==> src/rtl/sol32lsu_if.sv <==
// Memory-side request/acknowledge bus of sol32lsu.
// master = load/store unit, slave = memory.
interface sol32lsu_if;
   logic        BusRequest;
   logic        BusWrite;
   logic [31:0] BusAddress;
   logic [3:0]  BusByteEnable;
   logic [31:0] BusWriteData;
   logic [31:0] BusReadData;
   logic        BusAcknowledge;
   logic        BusError;

   modport master (output BusRequest, BusWrite, BusAddress, BusByteEnable, BusWriteData,
                   input  BusReadData, BusAcknowledge, BusError);
   modport slave  (input  BusRequest, BusWrite, BusAddress, BusByteEnable, BusWriteData,
                   output BusReadData, BusAcknowledge, BusError);
endinterface

==> src/rtl/sol32lsu.sv <==
// sol32 load/store unit: core data port to word-aligned, byte-enabled request/ack bus.
// Optional MISALIGNED_SPLIT_EN: misaligned half/word accesses split into up to two beats.
module sol32lsu #(
   parameter int TIMEOUT_CYCLES = 64
) (
   input  logic        Clock,
   input  logic        Reset,
   input  logic        ReadEnable,
   input  logic        WriteEnable,
   input  logic [1:0]  DataWidth,
   input  logic [31:0] MemoryAddress,
   input  logic [31:0] DataOut,
   output logic [31:0] DataIn,
   output logic        ReadComplete,
   output logic        WriteComplete,
   output logic        Fault,
   sol32lsu_if.master  bus
);
   typedef enum logic [1:0] {IDLE, ACCESS, SECOND, RESPOND} stateT;

   localparam logic [7:0] TimeoutLast = 8'(TIMEOUT_CYCLES - 1);

   stateT       state;
   logic        isWrite, isSplit;
   logic [1:0]  offsetReg, widthReg;
   logic [3:0]  enableHigh;
   logic [31:0] writeHigh, readLow;
   logic [7:0]  timer;

   logic [1:0]  offset;
   logic [7:0]  widthMask, laneEnable;
   logic [63:0] laneData;
   logic        legal, illegal;
   logic [63:0] readWindow;
   logic [31:0] readShifted, loadValue;
   logic        inBeat, goSecond, finish, finishFault;
`ifndef MISALIGNED_SPLIT_EN
   logic        aligned;
`endif

   // Lanes are computed over an 8-byte window: the upper nibble is the second beat.
   always_comb begin
      offset = MemoryAddress[1:0];
      case (DataWidth)
         2'b00:   widthMask = 8'h01;
         2'b01:   widthMask = 8'h03;
         default: widthMask = 8'h0F;
      endcase
      laneEnable = widthMask << offset;
      laneData   = (DataWidth == 2'b00) ? {8{DataOut[7:0]}}
                                        : ({32'b0, DataOut} << {offset, 3'b000});
`ifdef MISALIGNED_SPLIT_EN
      legal = DataWidth != 2'b11;
`else
      aligned = (DataWidth == 2'b00) || (DataWidth == 2'b01 && !offset[0])
             || (DataWidth == 2'b10 && offset == 2'b00);
      legal   = aligned;
`endif
      illegal = (ReadEnable && WriteEnable) || !legal;
   end

   always_comb begin
      readWindow  = isSplit ? {bus.BusReadData, readLow} : {32'b0, bus.BusReadData};
      readShifted = 32'(readWindow >> {offsetReg, 3'b000});
      case (widthReg)
         2'b00:   loadValue = {24'b0, readShifted[7:0]};
         2'b01:   loadValue = {16'b0, readShifted[15:0]};
         default: loadValue = readShifted;
      endcase
   end

   always_comb begin
      inBeat      = (state == ACCESS) || (state == SECOND);
      goSecond    = inBeat && bus.BusAcknowledge && !bus.BusError && state == ACCESS && isSplit;
      finish      = inBeat && !goSecond && (bus.BusAcknowledge || timer == TimeoutLast);
      finishFault = !bus.BusAcknowledge || bus.BusError;
   end

   always_ff @(posedge Clock or negedge Reset) begin
      if (!Reset) begin
         state             <= IDLE;
         DataIn            <= '0;
         ReadComplete      <= 1'b0;
         WriteComplete     <= 1'b0;
         Fault             <= 1'b0;
         bus.BusRequest    <= 1'b0;
         bus.BusWrite      <= 1'b0;
         bus.BusAddress    <= '0;
         bus.BusByteEnable <= '0;
         bus.BusWriteData  <= '0;
         isWrite           <= 1'b0;
         isSplit           <= 1'b0;
         offsetReg         <= '0;
         widthReg          <= '0;
         enableHigh        <= '0;
         writeHigh         <= '0;
         readLow           <= '0;
         timer             <= '0;
      end else begin
         ReadComplete  <= 1'b0;
         WriteComplete <= 1'b0;
         Fault         <= 1'b0;
         case (state)
            IDLE: if (ReadEnable || WriteEnable) begin
               if (illegal) begin
                  state  <= RESPOND;
                  Fault  <= 1'b1;
                  DataIn <= '0;
                  if (WriteEnable && !ReadEnable) WriteComplete <= 1'b1;
                  else                            ReadComplete  <= 1'b1;
               end else begin
                  state             <= ACCESS;
                  bus.BusRequest    <= 1'b1;
                  bus.BusWrite      <= WriteEnable;
                  bus.BusAddress    <= {MemoryAddress[31:2], 2'b00};
                  bus.BusByteEnable <= laneEnable[3:0];
                  bus.BusWriteData  <= laneData[31:0];
                  enableHigh        <= laneEnable[7:4];
                  writeHigh         <= laneData[63:32];
                  isWrite           <= WriteEnable;
                  isSplit           <= |laneEnable[7:4];
                  offsetReg         <= offset;
                  widthReg          <= DataWidth;
                  timer             <= '0;
               end
            end
            ACCESS, SECOND: begin
               if (goSecond) begin
                  state             <= SECOND;
                  readLow           <= bus.BusReadData;
                  bus.BusAddress    <= bus.BusAddress + 32'd4;
                  bus.BusByteEnable <= enableHigh;
                  bus.BusWriteData  <= writeHigh;
                  timer             <= '0;
               end else if (finish) begin
                  state          <= RESPOND;
                  bus.BusRequest <= 1'b0;
                  Fault          <= finishFault;
                  if (isWrite) WriteComplete <= 1'b1;
                  else         ReadComplete  <= 1'b1;
                  if (finishFault)   DataIn <= '0;
                  else if (!isWrite) DataIn <= loadValue;
               end else begin
                  timer <= timer + 8'd1;
               end
            end
            default: state <= IDLE;
         endcase
      end
   end
endmodule

==> src/flat_wrapper.sv <==
// flat-port wrapper written by rule: the top's interface ports become plain ports
module sol32lsu_flat 
#(
   parameter int TIMEOUT_CYCLES = 64
)
  (Clock, Reset, ReadEnable, WriteEnable, DataWidth, MemoryAddress, DataOut, DataIn, ReadComplete, WriteComplete, Fault, bus_BusRequest, bus_BusWrite, bus_BusAddress, bus_BusByteEnable, bus_BusWriteData, bus_BusReadData, bus_BusAcknowledge, bus_BusError);
  sol32lsu_if bus_i ();
  input  logic Clock;
  input  logic Reset;
  input  logic ReadEnable;
  input  logic WriteEnable;
  input  logic [1:0] DataWidth;
  input  logic [31:0] MemoryAddress;
  input  logic [31:0] DataOut;
  output logic [31:0] DataIn;
  output logic ReadComplete;
  output logic WriteComplete;
  output logic Fault;
  output wire logic [$bits(bus_i.BusRequest)-1:0] bus_BusRequest;
  output wire logic [$bits(bus_i.BusWrite)-1:0] bus_BusWrite;
  output wire logic [$bits(bus_i.BusAddress)-1:0] bus_BusAddress;
  output wire logic [$bits(bus_i.BusByteEnable)-1:0] bus_BusByteEnable;
  output wire logic [$bits(bus_i.BusWriteData)-1:0] bus_BusWriteData;
  input wire logic [$bits(bus_i.BusReadData)-1:0] bus_BusReadData;
  input wire logic [$bits(bus_i.BusAcknowledge)-1:0] bus_BusAcknowledge;
  input wire logic [$bits(bus_i.BusError)-1:0] bus_BusError;
  assign bus_BusRequest = bus_i.BusRequest;
  assign bus_BusWrite = bus_i.BusWrite;
  assign bus_BusAddress = bus_i.BusAddress;
  assign bus_BusByteEnable = bus_i.BusByteEnable;
  assign bus_BusWriteData = bus_i.BusWriteData;
  assign bus_i.BusReadData = bus_BusReadData;
  assign bus_i.BusAcknowledge = bus_BusAcknowledge;
  assign bus_i.BusError = bus_BusError;
  sol32lsu #(.TIMEOUT_CYCLES(TIMEOUT_CYCLES)) u_core (.Clock(Clock), .Reset(Reset), .ReadEnable(ReadEnable), .WriteEnable(WriteEnable), .DataWidth(DataWidth), .MemoryAddress(MemoryAddress), .DataOut(DataOut), .DataIn(DataIn), .ReadComplete(ReadComplete), .WriteComplete(WriteComplete), .Fault(Fault), .bus(bus_i));
endmodule
==> config.mk <==
export PLATFORM = sky130hd
export DESIGN_NAME = sol32lsu_flat
export DESIGN_NICKNAME = d
export VERILOG_FILES = /design/src/rtl/sol32lsu_if.sv /design/src/rtl/sol32lsu.sv /design/src/flat_wrapper.sv
export SDC_FILE = /design/constraint.sdc
export NUM_CORES = 1
export LEC_CHECK = 0
export CELL_PAD_IN_SITES_DETAIL_PLACEMENT = 0
export CELL_PAD_IN_SITES_GLOBAL_PLACEMENT = 1
export CORE_ASPECT_RATIO = 2
export CORE_UTILIZATION = 43
export CTS_CLUSTER_SIZE = 20
export DETAILED_ROUTE_END_ITERATION = 7
export GPL_TIMING_DRIVEN = 0
export PLACE_DENSITY_LB_ADDON = 0.08
export SYNTH_ARGS = -nofsm -noshare
export SYNTH_HDL_FRONTEND = slang
export SYNTH_SLANG_ARGS = --single-unit
==> constraint.sdc <==
create_clock -name Clock -period 3.9 [get_ports Clock]
set_input_delay 0.78 -clock Clock [delete_from_list [all_inputs] [get_ports Clock]]
set_output_delay 0.78 -clock Clock [all_outputs]
set_load 0.02 [all_outputs]
; ---- Yosys cells after proc, flatten, opt, wreduce, memory -nomap -nowiden
; Index checks and enable logic that the tools add are counted.
[totals]
register_bits = 188
latchBits = 0
ramBits = 0
rom_bits = 0
in_bits = 104
out_inout_bits = 105
wordCells = 132
memories = 0
[op_classes]
n_addsub = 2
multipliers = 0
n_div = 0
magnitude_cmp = 0
n_eq_ne = 15
shift = 3
mux = 57
n_bitwise = 1
n_reduce_logical = 37
[op_table]
columns = op, n
row1 = 32-bit two-way mux, 12
row2 = 32-bit one-hot mux with 2 select lines, 4
row3 = 64-bit two-way mux, 2
row4 = 32-bit by 5-bit left shift with 64-bit output, 1
row5 = 64-bit by 5-bit >> shifter with 32-bit output, 1
row6 = 32-bit by 3-bit adder with 32-bit output (second input constant), 1
row7 = 8-bit two-way mux, 4
row8 = 1-bit two-way mux, 20
row9 = 4-bit one-hot mux with 2 select lines, 2
row10 = 8-bit one-hot mux with 2 select lines, 1
row11 = 4-bit two-way mux, 3
row12 = 1-bit logical AND, 10
row13 = 8-bit by 1-bit adder with 8-bit output (second input constant), 1
row14 = 8-bit by 6-bit equality test with 1-bit output (second input constant), 1
row15 = 2-bit logical NOT, 4
row16 = 2-bit two-way mux, 4
row17 = 2-bit by 1-bit inequality test with 1-bit output (second input constant), 4
row18 = 1-bit one-hot mux with 2 select lines, 4
row19 = 4-bit AND reduction, 2
row20 = 4-bit by 2-bit left shift with 8-bit output, 1
row21 = 1-bit logical OR, 7
row22 = 2-bit by 1-bit equality test with 1-bit output (second input constant), 3
row23 = 1-bit logical NOT, 6
row24 = 6-bit AND reduction, 1
row25 = other kinds (13), 16

; ---- Logic depth before layout (Yosys ltp)
[logic_depth]
word_depth = 12
depth_mapped = 9

; ---- Worst setup path after synthesis
; OpenSTA, ideal clock, no wires.
[synth_path]
path_kind = input to register
from = input DataWidth[0]
to = register u_core.DataIn[0]
setup_time_ns = 0.125
arrival_time_ns = 2.317
required_ns = 3.775
setup_slack_ns = 1.457
stages = 7
cell_sequence = buf_2 -> a21oi_2 -> nor2_1 -> a21oi_2 -> a2111oi_4 -> buf_6 -> mux2_4
[synth_via]
elab_chain_cells = 8
elab_cells_between_ends = 11
cone_classes = eq/ne (3) / reduce/logical (8)
[synth_rtl]
columns = item, line
row1 = start: declaration, flat_wrapper.sv:12  ; input logic [1:0] DataWidth;
row2 = 2-bit by 1-bit equality test with 1-bit output, sol32lsu.sv:55  ; aligned = (DataWidth == 2'b00) || (DataWidth == 2'b01 && !offset[0])
row3 = 1-bit logical AND, sol32lsu.sv:55
row4 = 1-bit logical OR, sol32lsu.sv:55
row5 = 1-bit logical OR (*), sol32lsu.sv:56  ; || (DataWidth == 2'b10 && offset == 2'b00);
row6 = 1-bit logical NOT (*), sol32lsu.sv:59  ; illegal = (ReadEnable && WriteEnable) || !legal;
row7 = 1-bit logical OR (*), sol32lsu.sv:59
row8 = 2-bit by 1-bit inequality test with 1-bit output (no source line) (*), n/a
row9 = 6-bit AND reduction (no source line) (*), n/a
row10 = end signal: assignment, sol32lsu.sv:142  ; else if (!isWrite) DataIn <= loadValue;
row11 = end: declaration, sol32lsu.sv:13  ; output logic [31:0] DataIn,
; Every way passes the cells marked *; elsewhere a longest branch is shown, timed or not.
; A chain may end at the register's enable or synchronous reset.

; ---- Worst setup path after layout
[layout_path]
from = input bus_BusAcknowledge
to = register u_core.bus.BusWriteData[6]
[layout_via]
elab_chain_cells = 6
[layout_rtl]
columns = item, line
row1 = start: declaration, flat_wrapper.sv:25  ; input wire logic [$bits(bus_i.BusAcknowledge)-1:0] bus_BusAcknowledge;
row2 = 1-bit logical AND (4 in a row), sol32lsu.sv:74  ; goSecond = inBeat && bus.BusAcknowledge && !bus.BusError && state == ACCESS && isSplit;
row3 = 2-bit by 1-bit inequality test with 1-bit output (no source line), n/a
row4 = 4-bit AND reduction (no source line), n/a
row5 = end signal: assignment, sol32lsu.sv:117  ; bus.BusWriteData <= laneData[31:0];
row6 = end signal: assignment, sol32lsu.sv:133  ; bus.BusWriteData <= writeHigh;
row7 = end: declaration, sol32lsu_if.sv:13  ; modport master (output BusRequest, BusWrite, BusAddress, BusByteEnable, BusWriteData,
; No other way between the ends.

==> metrics <==
Crit Path Max Fanout=10; Inst Count DP=1637; largest net degree at the start of global routing=114; clk_lat worst skew=0.46 ns; minimum clock period=3.12 ns; # setup viols final=0; Worst EP arrival=3.45 ns; ys flop type=dfrtp_1; adder-cell area share of the yosys netlist=0.00584; crit share post-route=0.800; register area share after synthesis=0.432; Hold Violations, Final=0; fin cells=1669; synthesized area=0.0107 mm^2; initial antenna violation count=0; Tightest Hold Check Type=in -> async; IO buf count=203; grt total ovfl=0; die height=225 um; # Max-Cap Violations=0; P_leak=5.79 nW; dpl hpwl=32000 um; Die W=114 um; vias in the first global route=10.3k; CP endpoint kind=flip-flop; Initial DRC Count=474; footprint of the multi-input gates=0.00565 mm^2; Worst Setup Start Kind=primary input; clk buf depth=2; reg2reg start=u_core.state[0]; CTS tree=yes; PD cells=813 mW/mm^2; root buffer cell=clkbuf_16; Least-Margin Pin Slew=1.34 ns; Max Fclk=320 MHz; I/O pins=209; yosys synthesis warning count=0; post-CTS setup buffers=0; ant diodes=0; router iterations before antenna repair=5; Slew Limit Fails=0; Syn Inst Count=1100; Hold Worst Slack=0.294 ns; R2R cell count=8; Peak VDD IR=0.523 mV; drt drc=0; simple-gate portion of the synthesized area=0.174; routability cong.=0.946; number of synthesized register bits=185; wire per inst=24.3 um; Max-slew headroom=0.0965; nets@finish=1433; fillers=2203; die area=0.0256 mm^2; critical path class=in -> reg; gr usage total=0.331; layout cells sized above 1=0.153; Critical Path Start=bus_BusAcknowledge; Via density=5.90; Starting Density=0.439; clock sink total=185; area of the core=0.0244 mm^2; Num CTS Buffers=17; EDFF count, synth=0; RSZ-0062 raised after global routing=no; htree depth=4; Avg Inst Size Synth=9.74 um^2; largest family of logic cells by synthesized area=compound AO/OA/AOI/OAI gates; CTS Hold Bufs=0; Synth area leaders=dfrtp_1 43%, mux2_2 6.9%, mux2_4 4.2%, nand2_1 4.2%, nor2_1 4.1%; post-synthesis mux area share=0.163; CTS resizes=0; Cell variety after synth=71; Synth Area in XOR/XNOR=0.000818; asr flop ratio synth=1.00; R2R setup slack=0.79 ns; total number of vias=9844; area delta synth->final=28.7%; clk_skew=0.0119 ns; post-route ant nets=0; Yosys top cell by area=dfrtp_1; Yosys top cell area share=0.432; outcome=finished, final reports clean; Register Area=0.00463 mm^2; CP Data Required Time=4.23 ns; compound-cell area share of the yosys netlist=0.183; first-pass GRT wire length=61300 um; Clock transition at path regs=0.07 ns; FP Rows=81; Detailed Route WL=40500 um; RR Endpoint=u_core.DataIn[7]
worst max-delay path by stage:
stage	end	slack (ns)	cells past startpoint
after floorplan	u_core.DataIn[0]	1.46	7
after global placement	u_core.bus.BusWriteData[8]	-5.97	1
after detailed placement	u_core.bus.BusWriteData[6]	0.32	8
after CTS	u_core.DataIn[7]	0.78	8
after global routing	u_core.bus.BusWriteData[6]	0.66	8
final	u_core.bus.BusWriteData[6]	0.78	8
sequential cells by signal (all words and copies together) (netlist names), 3 cells and up:
| signal | count |
|---|---|
| u_core.bus.BusWriteData | 32 |
| u_core.enableHigh | 3 |
| u_core.bus.BusByteEnable | 4 |
| u_core.readLow | 32 |
| u_core.DataIn | 32 |
| u_core.bus.BusAddress | 30 |
| u_core.writeHigh | 32 |
| u_core.timer | 8 |
stage by stage:
stage / setup TNS [ns] / cell area, um^2 / util / total power [mW] / worst slack (ns)
5_1_grt: 0 / 13800 / 0.564 / 11.8 / 0.660
6_report: 0 / 13800 / 0.564 / 11.2 / 0.779
4_1_cts: 0 / 13800 / 0.564 / 11.3 / 0.776
3_3_place_gp: -1098.90 / 13200 / 0.539 / 9.37 / -5.97
3_5_place_dp: 0 / 13200 / 0.540 / 9.44 / 0.319
2_1_floorplan: 0 / 10700 / - / 6.73 / 1.46
cells in the final DEF, fill, tap and decap left out, types with 5 or more instances in the layout:
cell and n:
a221oi_1 24, o31ai_1 13, a22oi_1 22, a21oi_1 45, mux4_2 14, nor2b_1 22
mux2i_1 24, nand2b_1 5, o211ai_1 15, buf_1 6, inv_6 7, o21ba_2 6
and3_1 6, dfrtp_1 185, inv_1 9, clkbuf_16 17, and2_1 9, mux2_4 30
nand3_1 26, nand4_1 11, o22ai_1 6, a22o_1 11, ha_1 5, nand2_1 120
clkdlybuf4s50_1 202, clkbuf_1 42, o22a_1 7, a21o_1 11, mux2_2 66, a211oi_1 12
nor3_1 30, nor4_1 12, or4_1 11, buf_2 30, nor2_1 117, o21ai_0 76
Yosys cell counts, types with 12 or more instances:
library cell  number
nor3_1            30
buf_2             30
nor4_1            12
nand3_1           26
a221oi_1          24
dfrtp_1          185
o31ai_1           13
o21ai_0           76
a22oi_1           22
nor2b_1           22
nor2_1           117
mux2_2            66
a211oi_1          12
o211ai_1          15
mux4_2            14
clkbuf_1          42
a21oi_1           45
nand2_1          120
mux2_4            30
mux2i_1           24
final cells by class:
type / count / area share
clock buffers: 17 / 0.0309
plain buffers: 85 / 0.0286
multi-input cells: 821 / 0.410
clock inverters: 15 / 0.0116
well taps: 332 / 0.0301
repair buffers: 204 / 0.150
flip-flops and latches: 185 / 0.336
inverters: 10 / 0.00272
cells by family (layout without fill, tap and decap cells):
group | count (synthesis) | after routing
DFF | 185 | 185
and+or+nand+nor | 393 | 393
xor gates and xnor gates | 1 | 1
AOI/OAI and AO/OA | 286 | 286
buffers and inverters | 95 | 331
other | 1 | 2
muxes | 134 | 134
adders and majority gates | 5 | 5
metal layers:
layer	GRT usage	wire length [um]	vias up
li1	-	-	4492
met1	0.307	13200	4819
met2	0.643	23000	393
met3	0.0455	1520	140
met4	0.234	2780	0
met5	0	0	-
power breakdown:
part	switching (mW)	internal [mW]
Sequential	0.497	2.53
Clock	0.848	0.958
Combinational	3.97	2.40
worst max-delay path: stages:
cell and delay, ns:
clkdlybuf4s50_1 0.58, nand2b_1 0.14, o21ai_2 0.42, nand3_2 0.29, buf_2 0.30, clkbuf_1 0.28, a221oi_1 0.57, nor2_1 0.07
No activity file was read; power rests on OpenSTA's default activity.
